<file path="config.mk">
export PLATFORM = sky130hd
export DESIGN_NAME = serial_cmp_ctrl_flat
export DESIGN_NICKNAME = d
export VERILOG_FILES = /design/src/rtl/serial_cmp_ctrl_pkg.sv /design/src/rtl/serial_cmp_ctrl_if.sv /design/src/rtl/serial_cmp_ctrl_slice.sv /design/src/rtl/serial_cmp_ctrl.sv /design/src/flat_wrapper.sv
export SDC_FILE = /design/constraint.sdc
export NUM_CORES = 1
export LEC_CHECK = 0
export CORE_MARGIN = 1.5
export CORE_UTILIZATION = 44
export CTS_CLUSTER_DIAMETER = 120
export DETAILED_ROUTE_END_ITERATION = 10
export PLACE_DENSITY = 0.81
export RECOVER_POWER = 25
export SLEW_MARGIN = 0
export SYNTH_ARGS = -nofsm -noshare
export SYNTH_HDL_FRONTEND = slang
export SYNTH_HIERARCHICAL = 1
export SYNTH_SLANG_ARGS = --single-unit
</file>
<file path="constraint.sdc">
create_clock -name clk -period 2.05 [get_ports clk]
set_input_delay 0.41 -clock clk [delete_from_list [all_inputs] [get_ports clk]]
set_output_delay 0.41 -clock clk [all_outputs]
set_load 0.01 [all_outputs]
</file>
<file path="src/rtl/serial_cmp_ctrl_pkg.sv">
// Shared types for the serial magnitude comparator: FSM states and the internal result code.
package cmp_pkg;

  typedef enum logic [1:0] {
    IDLE,
    RUN,
    DONE
  } cmp_state_t;

  typedef enum logic [1:0] {
    RES_NONE,
    RES_LT,
    RES_EQ,
    RES_GT
  } cmp_res_t;

endpackage

</file>
<file path="src/rtl/serial_cmp_ctrl_if.sv">
// Request/result bundle between a requester and the serial comparator controller.
interface serial_cmp_ctrl_if #(
  parameter int WIDTH = 8
);

  logic             start;
  logic [WIDTH-1:0] a;
  logic [WIDTH-1:0] b;
  logic             ready;
  logic             busy;
  logic             done;
  logic             gt;
  logic             eq;
  logic             lt;

  modport master (
    output start, a, b,
    input  ready, busy, done, gt, eq, lt
  );

  modport slave (
    input  start, a, b,
    output ready, busy, done, gt, eq, lt
  );

endinterface

</file>
<file path="src/rtl/serial_cmp_ctrl_slice.sv">
// One-bit magnitude slice; equality is implied when neither bit_gt nor bit_lt is set.
module cmp_slice_1bit (
  input  logic a_bit,
  input  logic b_bit,
  output logic bit_gt,
  output logic bit_lt
);

  assign bit_gt = a_bit & ~b_bit;
  assign bit_lt = ~a_bit & b_bit;

endmodule

</file>
<file path="src/rtl/serial_cmp_ctrl.sv">
// MSB-first serial compare: one bit per cycle through a single slice, stopping at the first
// differing bit; 1..WIDTH compare cycles, start ignored outside IDLE.
module serial_cmp_ctrl
  import cmp_pkg::*;
#(
  parameter int WIDTH = 8
) (
  input  logic             clk,
  input  logic             rst,
  serial_cmp_ctrl_if.slave bus_if
);

  localparam int IDX_W = $clog2(WIDTH);
  localparam logic [IDX_W-1:0] IDX_MSB = IDX_W'(WIDTH - 1);

  cmp_state_t       r_state;
  cmp_res_t         r_res;
  logic [IDX_W-1:0] r_idx;
  logic [WIDTH-1:0] r_a;
  logic [WIDTH-1:0] r_b;

  logic w_a_bit;
  logic w_b_bit;
  logic w_bit_gt;
  logic w_bit_lt;

  assign w_a_bit = r_a[r_idx];
  assign w_b_bit = r_b[r_idx];

  cmp_slice_1bit u_slice (
    .a_bit  (w_a_bit),
    .b_bit  (w_b_bit),
    .bit_gt (w_bit_gt),
    .bit_lt (w_bit_lt)
  );

  always_ff @(posedge clk) begin
    if (rst) begin
      r_state <= IDLE;
      r_res   <= RES_NONE;
      r_idx   <= IDX_MSB;
      r_a     <= '0;
      r_b     <= '0;
    end else begin
      case (r_state)
        IDLE: begin
          if (bus_if.start) begin
            r_a     <= bus_if.a;
            r_b     <= bus_if.b;
            r_idx   <= IDX_MSB;
            r_res   <= RES_NONE;
            r_state <= RUN;
          end
        end
        RUN: begin
          if (w_bit_gt) begin
            r_res   <= RES_GT;
            r_state <= DONE;
          end else if (w_bit_lt) begin
            r_res   <= RES_LT;
            r_state <= DONE;
          end else if (r_idx == '0) begin
            // Exit before decrementing so idx never wraps below zero.
            r_res   <= RES_EQ;
            r_state <= DONE;
          end else begin
            r_idx <= r_idx - 1'b1;
          end
        end
        DONE:    r_state <= IDLE;
        default: r_state <= IDLE;
      endcase
    end
  end

  assign bus_if.ready = (r_state == IDLE);
  assign bus_if.busy  = (r_state == RUN);
  assign bus_if.done  = (r_state == DONE);
  assign bus_if.gt    = (r_res == RES_GT);
  assign bus_if.eq    = (r_res == RES_EQ);
  assign bus_if.lt    = (r_res == RES_LT);

endmodule

</file>
<file path="src/flat_wrapper.sv">
// flat-port wrapper written by rule: the top's interface ports become plain ports
module serial_cmp_ctrl_flat import cmp_pkg::*;
#(
  parameter int WIDTH = 8
)
  (clk, rst, bus_if_start, bus_if_a, bus_if_b, bus_if_ready, bus_if_busy, bus_if_done, bus_if_gt, bus_if_eq, bus_if_lt);
  serial_cmp_ctrl_if #(.WIDTH(WIDTH)) bus_if_i ();
  input  logic clk;
  input  logic rst;
  input wire logic [$bits(bus_if_i.start)-1:0] bus_if_start;
  input wire logic [$bits(bus_if_i.a)-1:0] bus_if_a;
  input wire logic [$bits(bus_if_i.b)-1:0] bus_if_b;
  output wire logic [$bits(bus_if_i.ready)-1:0] bus_if_ready;
  output wire logic [$bits(bus_if_i.busy)-1:0] bus_if_busy;
  output wire logic [$bits(bus_if_i.done)-1:0] bus_if_done;
  output wire logic [$bits(bus_if_i.gt)-1:0] bus_if_gt;
  output wire logic [$bits(bus_if_i.eq)-1:0] bus_if_eq;
  output wire logic [$bits(bus_if_i.lt)-1:0] bus_if_lt;
  assign bus_if_i.start = bus_if_start;
  assign bus_if_i.a = bus_if_a;
  assign bus_if_i.b = bus_if_b;
  assign bus_if_ready = bus_if_i.ready;
  assign bus_if_busy = bus_if_i.busy;
  assign bus_if_done = bus_if_i.done;
  assign bus_if_gt = bus_if_i.gt;
  assign bus_if_eq = bus_if_i.eq;
  assign bus_if_lt = bus_if_i.lt;
  serial_cmp_ctrl #(.WIDTH(WIDTH)) u_core (.clk(clk), .rst(rst), .bus_if(bus_if_i));
endmodule
</file>
==> results of run 1 <==
==> how the worst min path moves through the flow <==
stage,slack [ns],endpoint
6_report,0.47,u_core/r_b[2]
4_1_cts,0.46,u_core/r_b[2]
5_1_grt,0.48,u_core/r_a[0]
3_3_place_gp,0.44,u_core/r_a[1]
2_1_floorplan,0.43,u_core/r_a[1]
3_5_place_dp,0.44,u_core/r_a[0]
==> stage by stage <==
step	cell area, µm²	worst slack, ns	utilization	TNS, ns
after floorplan	1090	0.0275	-	0
after global placement	1360	-0.0616	0.599	-0.201
after detailed placement	1360	-0.116	0.599	-0.569
after CTS	1390	0.00718	0.610	0
after global routing	1410	-0.0887	0.620	-0.374
final	1410	0.0101	0.620	0
==> tightest hold or removal path: cells and delay by family, from the launching register on <==
kind / cells / cell delay, ns
flip-flops: 1 / 0.33
AND/OR/NAND/NOR: 1 / 0.05
AO/OA/AOI/OAI: 1 / 0.05
==> synthesized netlist by cell type, types with 2 or more instances <==
library cell / number / area [µm²]
nand2_1: 33 / 124
dfxtp_1: 23 / 460
a21oi_1: 17 / 85.1
nor2b_1: 6 / 37.5
mux4_1: 4 / 105
nor2_1: 4 / 15.0
clkbuf_1: 3 / 11.3
inv_1: 3 / 11.3
buf_2: 2 / 10.0
buf_6: 2 / 22.5
ha_1: 2 / 25.0
mux2_2: 2 / 22.5
mux2i_1: 2 / 20.0
nor3_1: 2 / 10.0
==> kinds of logic (layout without fill, tap and decap cells) <==
family | count (synthesis) | count (layout) | synth area share
simple gates | 55 | 55 | 0.248
flops | 23 | 23 | 0.421
compound gates | 22 | 22 | 0.116
buf+inv | 11 | 37 | 0.0572
mux | 8 | 8 | 0.135
fa+ha+maj | 2 | 2 | 0.0229
==> report_power, final <==
part	internal, µW	switching [µW]
clock network	76.1	131
registers	478	25.7
logic	118	91.1
==> cell usage in the layout, fill, tap and decap left out, drive strengths merged <==
cell type      instances
dfxtp                 23
mux2i                  2
a21oi                 17
nand3                  1
and4                   1
nand2                 33
nor2b                  6
dlygate4sd3            1
nand4                  1
nor3b                  2
a21bo                  1
and2b                  1
a311oi                 1
nand2b                 1
mux2                   2
ha                     2
and2                   1
o21ai                  1
and3b                  1
mux4                   4
a211oi                 1
clkdlybuf4s50         23
clkbuf                 5
or3b                   1
buf                    5
inv                    3
nor2                   4
a41o                   1
nor3                   2
==> repair_timing <==
action | in CTS | in global routing
pin swaps | 1 | 2
resized for setup | 5 | 11
setup endpoints to repair | 6 | 6
cloned | 0 | 0
==> registers in the layout (all words and copies together) (netlist names) <==
signal and cells:
u_core/r_b 8, u_core/r_res 2, u_core/r_idx 3, u_core/r_state 2
u_core/r_a 8
==> layout make-up <==
| class | count | area [µm²] | area share |
|---|---|---|---|
| Tap cell | 28 | 35.0 | 0.0248 |
| Inverter | 3 | 11.3 | 0.00798 |
| Clock buffer | 4 | 26.3 | 0.0186 |
| Sequential cell | 23 | 464 | 0.329 |
| Multi-Input combinational cell | 87 | 589 | 0.418 |
| Timing Repair Buffer | 30 | 285 | 0.202 |
==> metal layers <==
| layer | global-route usage | part of all wire | vias up |
|---|---|---|---|
| met2 | 0.283 | 0.50 | 27 |
| met3 | 0.0395 | 0.053 | 3 |
| met1 | 0.194 | 0.44 | 426 |
| li1 | - | - | 463 |
| met5 | 0 | 0 | - |
| met4 | 0.0812 | 0.011 | 0 |
==> run summary, run 1 <==
The run finished with clean final reports. For this configuration, the core starts out at a cell density of 0.480. The standard cell with the maximum stage delay on the critical path is mux4_2. The number of warning messages in the yosys log is 6.

The portion of the clock cycle consumed by the worst path in the final layout came out at 0.995. The number of buffers inserted for hold repair after clock tree synthesis came out at 0. The signed area change from the synthesized netlist to the final layout came out at 29.1%. Power spread over the standard cell area amounts to 651 nW/µm². The die span in y is 52.9 µm. In this run the number of cells on the critical path is 6. TritonCTS built the clock tree. The ratio of cells with drive above 1 in the final layout is 0.150. The core area is 2280 µm². In this run the most critical hold path is launched from u_core/r_b[2].

The cell sitting at the root of the clock tree is a clkbuf_4. Walking the worst path, the cells encountered are mux4_2, mux2_4, and2b_2, nor2_4, a21bo_2, a41o_1. STA classifies the critical path endpoint as a flop. The destination of the critical timing path is u_core/r_res[0]. The share of flip-flops with an asynchronous set or reset is 0.

The overall via count from detail_route is 919. The number of sinks driven by the clock tree came out at 23. The first detailed-routing pass ran for 4 iterations. The maximum vdd drop came out at 448 µV. The via count of the first global-routing pass is 805. The register area share after synthesis is 0.421. The largest single stage delay on the critical path is 0.50 ns. The via count normalized by instance count is around 5.3. The total global-route track usage is 0.166. On the final layout, the worst clock skew is 0.00531 ns. The per-instance average area after synthesis came out at 9.04 µm².

The global placement routability congestion is 0.788. The net count reported at finish came out at 169. The tightest hold path in the finished design has a slack of ~0.47 ns.

The static leakage came out at 0.000584 µW. The wire length reported by the detailed router is 2.21 mm. The setup slack of the most critical reg-to-reg path came out at 0.01 ns. The number of antenna violations at the first check in global routing was 0. The maximum fanout encountered on the critical timing path came out at 6. Measured in cells, the most critical reg-to-reg path has a length of 6. In the synthesized netlist, the number of instances is ~120. No sink is reached through more buffers than the 2 on the longest clock path.

The post-CTS setup buffer count came out at 0. The DRC violation count after routing came out at 0. The most critical setup path has its startpoint at u_core/r_idx[0]. The first global-routing pass estimated 3.35 mm of wire. The launch instance of the worst register-to-register path is u_core/r_idx[0]. The tool flagged a number of max-cap violations equal to 0. The worst slew slack as a fraction of its limit is 0.567. The required time of the worst setup path came out at 2.27 ns. Setup violations remaining at the end of the flow were counted as 0. The count of input and output buffers is 24.

The die span in x is 52.9 µm. The hold violation count in the final report is 0. At the pin with the least slew margin, the transition time is between 0.6 and 0.7 ns. The min-delay analysis places its worst path in the category reg -> reg. In this run the critical register-to-register path is captured at u_core/r_res[0].

The post-synthesis cell area came out at around 1100 µm². The global route total overflow is 0. STA classifies the critical path startpoint as a flop. The number of flip-flops and latches in the synthesized netlist is 23. 0 antenna diodes ended up in the layout.

The setup path with the least slack is of type reg -> reg. The number of buffers added by the clock tree synthesis step came out at 3. Broken down by cell family, the worst path's largest delay share belongs to multiplexers. Counting flops with a built-in enable in the synthesized netlist gives 0.

The average routed wire per standard cell came out at 12.6 µm. Entering global routing, the biggest net connects 20 pins. The filler-free cell count of the finished design is roughly 180.

After the first detailed-routing iteration, the DRC count stood at 10. The later-pin clock latency in the skew report is 0.31 ns. Row generation in the floorplan step produced 17 rows. Counting both buffers and inverters, the worst setup path holds a total of 0.

In this run the number of H-tree levels came out at 1. The net count after synthesis came out at 142. Setup repair after global routing could not meet its margin everywhere. The max-slew violation total from the final report came out at 0. The maximum clock rate is 0.490 GHz.

The count of cells along the worst hold path is 2. The predominant post-synthesis flop cell is dfxtp_1. The remaining antenna violation count after routing came out at 0. The clock-pin slew on the worst setup and hold paths is ~0.12 ns.

The distinct cell type count of the synthesized netlist came out at 30. The total power of the final layout came out at 919 µW. The worst endpoint data arrival time is 2.26 ns. The HPWL after detailed placement came out at 1.59 mm.

The shortest period the worst path allows came out at 2.04 ns. The number of placed cells counting well taps is about 170. The top-level port count came out at 25. The area of the die came out at 2790 µm². The filler cell count came out at 205.
Power figures use the tool's default switching activity.
==> run 2, diff against run 1 <==
--- a/config.mk
+++ b/config.mk
@@ -14,5 +14,4 @@
 export SLEW_MARGIN = 0
 export SYNTH_ARGS = -nofsm -noshare
 export SYNTH_HDL_FRONTEND = slang
-export SYNTH_HIERARCHICAL = 1
 export SYNTH_SLANG_ARGS = --single-unit
==> run 2 against run 1 <==
  * Setup slack better by 0.042 ns
  * Non-clock buffer count increased by 1
  * First-iteration DRC count grew 40%
  * Sequential share of layout area is 1.9 points lower
  * Highest routed layer unchanged
==> run summary, run 2 <==
nand2_1 is the most common cell in the netlist. The die is 54.1 µm tall. The number of buffers added by the clock tree synthesis step came out at 3. Of all flip-flops after synthesis, the portion carrying an async set or reset was 0. The transition at the pin with the smallest max-transition slack is 0.803 ns. The met3 track demand over resource in global routing came out at 0.0333.

The maximum vdd drop came out at between 500 and 600 µV. The average routed wire per standard cell is 14.2 µm. The count of input and output buffers came out at 24.

The remaining antenna violation count after routing is 0. The global route total overflow came out at 0. For this run, the total global-route usage over all layers was measured as 0.197. The repair_antennas step left the layout with diodes totalling 0. The core region is 2480 µm². The number of maximum-capacitance constraint violations is 0. Along the worst hold path, the cell count comes to 2. The launch instance of the worst register-to-register path is u_core.r_idx[1]. The net count reported at finish came out at 181. The first detailed-routing pass ran for 4 iterations. In the layout the commonest cells are nand2_1 (30), clkdlybuf4s50_1 (23), dfxtp_1 (20). Counting every sink on the clock net gives 23. The number of nets in the synthesized netlist is 153. TritonCTS built the clock tree. The required time of the worst setup path is 1.64 ns. The via count of the first global-routing pass was between 900 and 1,000. After clock tree synthesis, the clock-pin slew on the worst setup and hold paths is 0.13 ns.

The most heavily used metal layer in global routing is met2. The max-slew violation total from the final report is 0. The critical path contains buffers and inverters numbering 2 combined. STA classifies the critical path endpoint as a primary output. The startpoint identified for the worst hold timing path is u_core.r_b[0]. The total power divided by cell area came out at 611 nW/µm².

After floorplanning, the core was divided into 18 placement rows. In the final layout, the share of cells above drive strength 1 is 0.205. Summed over all cells, the static leakage comes to 0.000593 µW.

The initial utilization of the core area, before any placement, comes to 0.464. The critical path is of the reg -> out type. The number of flip-flops and latches in the synthesized netlist came out at 23.

Setup repair after global routing could not meet its margin everywhere. The post-CTS setup buffer count is 0. Adding up every negative setup slack in the final design gives 0 ns. The worst slew slack as a fraction of its limit came out at 0.465.

The hold violation count in the final report came out at 0. The worst register-to-register path ends at u_core.r_idx[2]. The via count normalized by instance count came out at about 5.4. The final design utilization is 0.607. The area of the die is 2930 µm². The die span in x is 54.1 µm. Grouping stages by cell kind, the critical path spends the most delay in buffers and inverters. The first-pass GRT wire length came out at 4.08 mm. Clock latency on the worst-skew pair, taken at its later pin, is 0.31 ns.

The critical path launch point type is a flop. After synthesis, the most frequently instantiated cells are nand2_1 (37), dfxtp_1 (23), a21oi_1 (16), ha_1 (5). Sorting the synthesized cells by area gives the leading types as dfxtp_1 (40%), nand2_1 (12%), mux4_2 (7.8%).

The largest stage delay on the critical path came out at 0.53 ns. The run finished with clean final reports. The gate count of the mapped netlist came out at 129. The number of cell instances on the worst register-to-register path is 7. The post-synthesis cell area came out at 1150 µm².

The filler cell count is 239. The top-level port count came out at 25. The maximum clock rate came out at about 0.5 GHz. After legalization and detailed placement, the total HPWL measured 1.89 mm. The cell sitting at the root of the clock tree is a clkbuf_4. The slowest stage of the critical path is the clkdlybuf4s50_1 cell. Data on the critical path arrives at its endpoint at 1.59 ns. The number of antenna violations at the first check in global routing is 0. Counting flops with a built-in enable in the synthesized netlist gives 0.

Counting along the longest clock path gives a buffer depth of 2. The DRC marker count from the first detailed-route iteration came out at 14. The distinct cell type count of the synthesized netlist came out at 29. Across all register-to-register paths, the minimum setup slack is 0.07 ns. The clock period could shrink to around 2 ns. The overall via count from detail_route came out at roughly 1,000. The global routing met1 resource utilization is 0.209. The library cell used most frequently in the layout, excluding fill and tap cells, is nand2_1. Traced cell by cell, the critical path runs through nand2b_1, inv_1, clkdlybuf4s50_1. The predominant post-synthesis flop cell is dfxtp_1. The path class of the tightest hold or removal check is reg -> reg. The wire length reported by the detailed router came out at 2.64 mm.

The clock skew is 0.00745 ns. The register area share after synthesis came out at 0.400. The largest area contributor in the synthesized netlist is dfxtp_1. The largest registers in the layout are u_core.r_a x8, u_core.r_b x8, u_core.r_idx x3. Yosys printed 0 warnings. The met2 global-route usage came out at 0.369. Of the available clock period, the critical path in the final layout requires 0.974. The per-instance average area after synthesis came out at 8.91 µm². The DRC violation count after routing came out at 0. The maximum fanout encountered on the critical timing path is 7. The largest net degree at the start of global routing is 18. The global placement routability congestion came out at a little over 0.8. The worst hold path terminates at u_core.r_b[0]. The share of synthesized area in the top cell type comes to 0.400. Setup violations remaining at the end of the flow were counted as 0. The signed area change from the synthesized netlist to the final layout is 30.8%. The depth of the CTS H-tree is 1.

The number of buffers inserted for hold repair after clock tree synthesis came out at 0.
==> run 2: cell count changes after synthesis, sizes merged, moves of 2 or more <==
cell | before | now
mux2 | 2 | 0
and2 | 1 | 3
nor2 | 4 | 2
ha | 2 | 5
nand2 | 33 | 39
nor2b | 6 | 3
nand2b | 1 | 4
==> run 2: worst max path at each step <==
| stage | slack (ns) | startpoint | cells past startpoint | endpoint |
|---|---|---|---|---|
| final | 0.05 | u_core.r_state[1] | 3 | bus_if_busy |
| after detailed placement | -0.20 | u_core.r_idx[1] | 7 | u_core.r_idx[1] |
| after global placement | -0.06 | u_core.r_idx[1] | 7 | u_core.r_idx[1] |
| after CTS | 0.007 | u_core.r_idx[1] | 7 | u_core.r_idx[2] |
| after global routing | -0.04 | u_core.r_idx[1] | 7 | u_core.r_idx[2] |
| after floorplan | 0.06 | u_core.r_idx[1] | 8 | u_core.r_idx[2] |
==> run 2: area by class of cell <==
cell class,instances,area (µm²),share of cell area
clock buffers,4,26.3,0.0175
inverters,4,15.0,0.00998
multi-input cells,94,669,0.445
flip-flops and latches,23,467,0.310
well taps,30,37.5,0.0250
repair buffers,31,289,0.192
==> run 2: worst reg2reg max path, stage by stage, from the launching register on <==
cell and delay (ns):
dfxtp_4 0.42, mux4_2 0.52, nand2_2 0.11, nand2_2 0.09
ha_4 0.18, nor4b_4 0.29, a311o_1 0.23, a21o_1 0.11
==> run 2: through the flow <==
step	cells	hold slack (ns)	cell area (µm²)	total power [µW]	worst slack (ns)
global placement	182	0.441	1420	683	-0.0636
CTS	186	0.466	1460	902	0.00681
floorplan	129	0.433	1150	620	0.0557
finish	186	0.463	1500	919	0.0523
detailed placement	182	0.448	1420	692	-0.196
global route	186	0.490	1500	960	-0.0387
==> run 2: kinds of logic after synthesis <==
family                     count (synthesis)  share of synthesized area
buffers and inverters                     12                     0.0696
and+or+nand+nor                           60                      0.258
muxes                                      6                     0.0958
adders and majority gates                  5                     0.0544
AOI/OAI and AO/OA                         23                      0.122
DFF                                       23                      0.400
==> run 2: report_power, final <==
| group | switching [µW] | internal (µW) | total (µW) |
|---|---|---|---|
| logic | 95.8 | 113 | 209 |
| registers | 22.3 | 474 | 496 |
| clock network | 138 | 76.1 | 214 |
==> run 2: timing repair <==
| action | 4_1_cts | 5_1_grt |
|---|---|---|
| endpoints found under the setup margin | 6 | 6 |
| pin swaps | 0 | 8 |
| resized for setup | 6 | 12 |
==> run 2: routing by layer <==
layer  vias up  wire [µm]
met5         -          0
met4         0         76
met3         8        100
met2        32       1400
met1       468       1070
li1        491          -
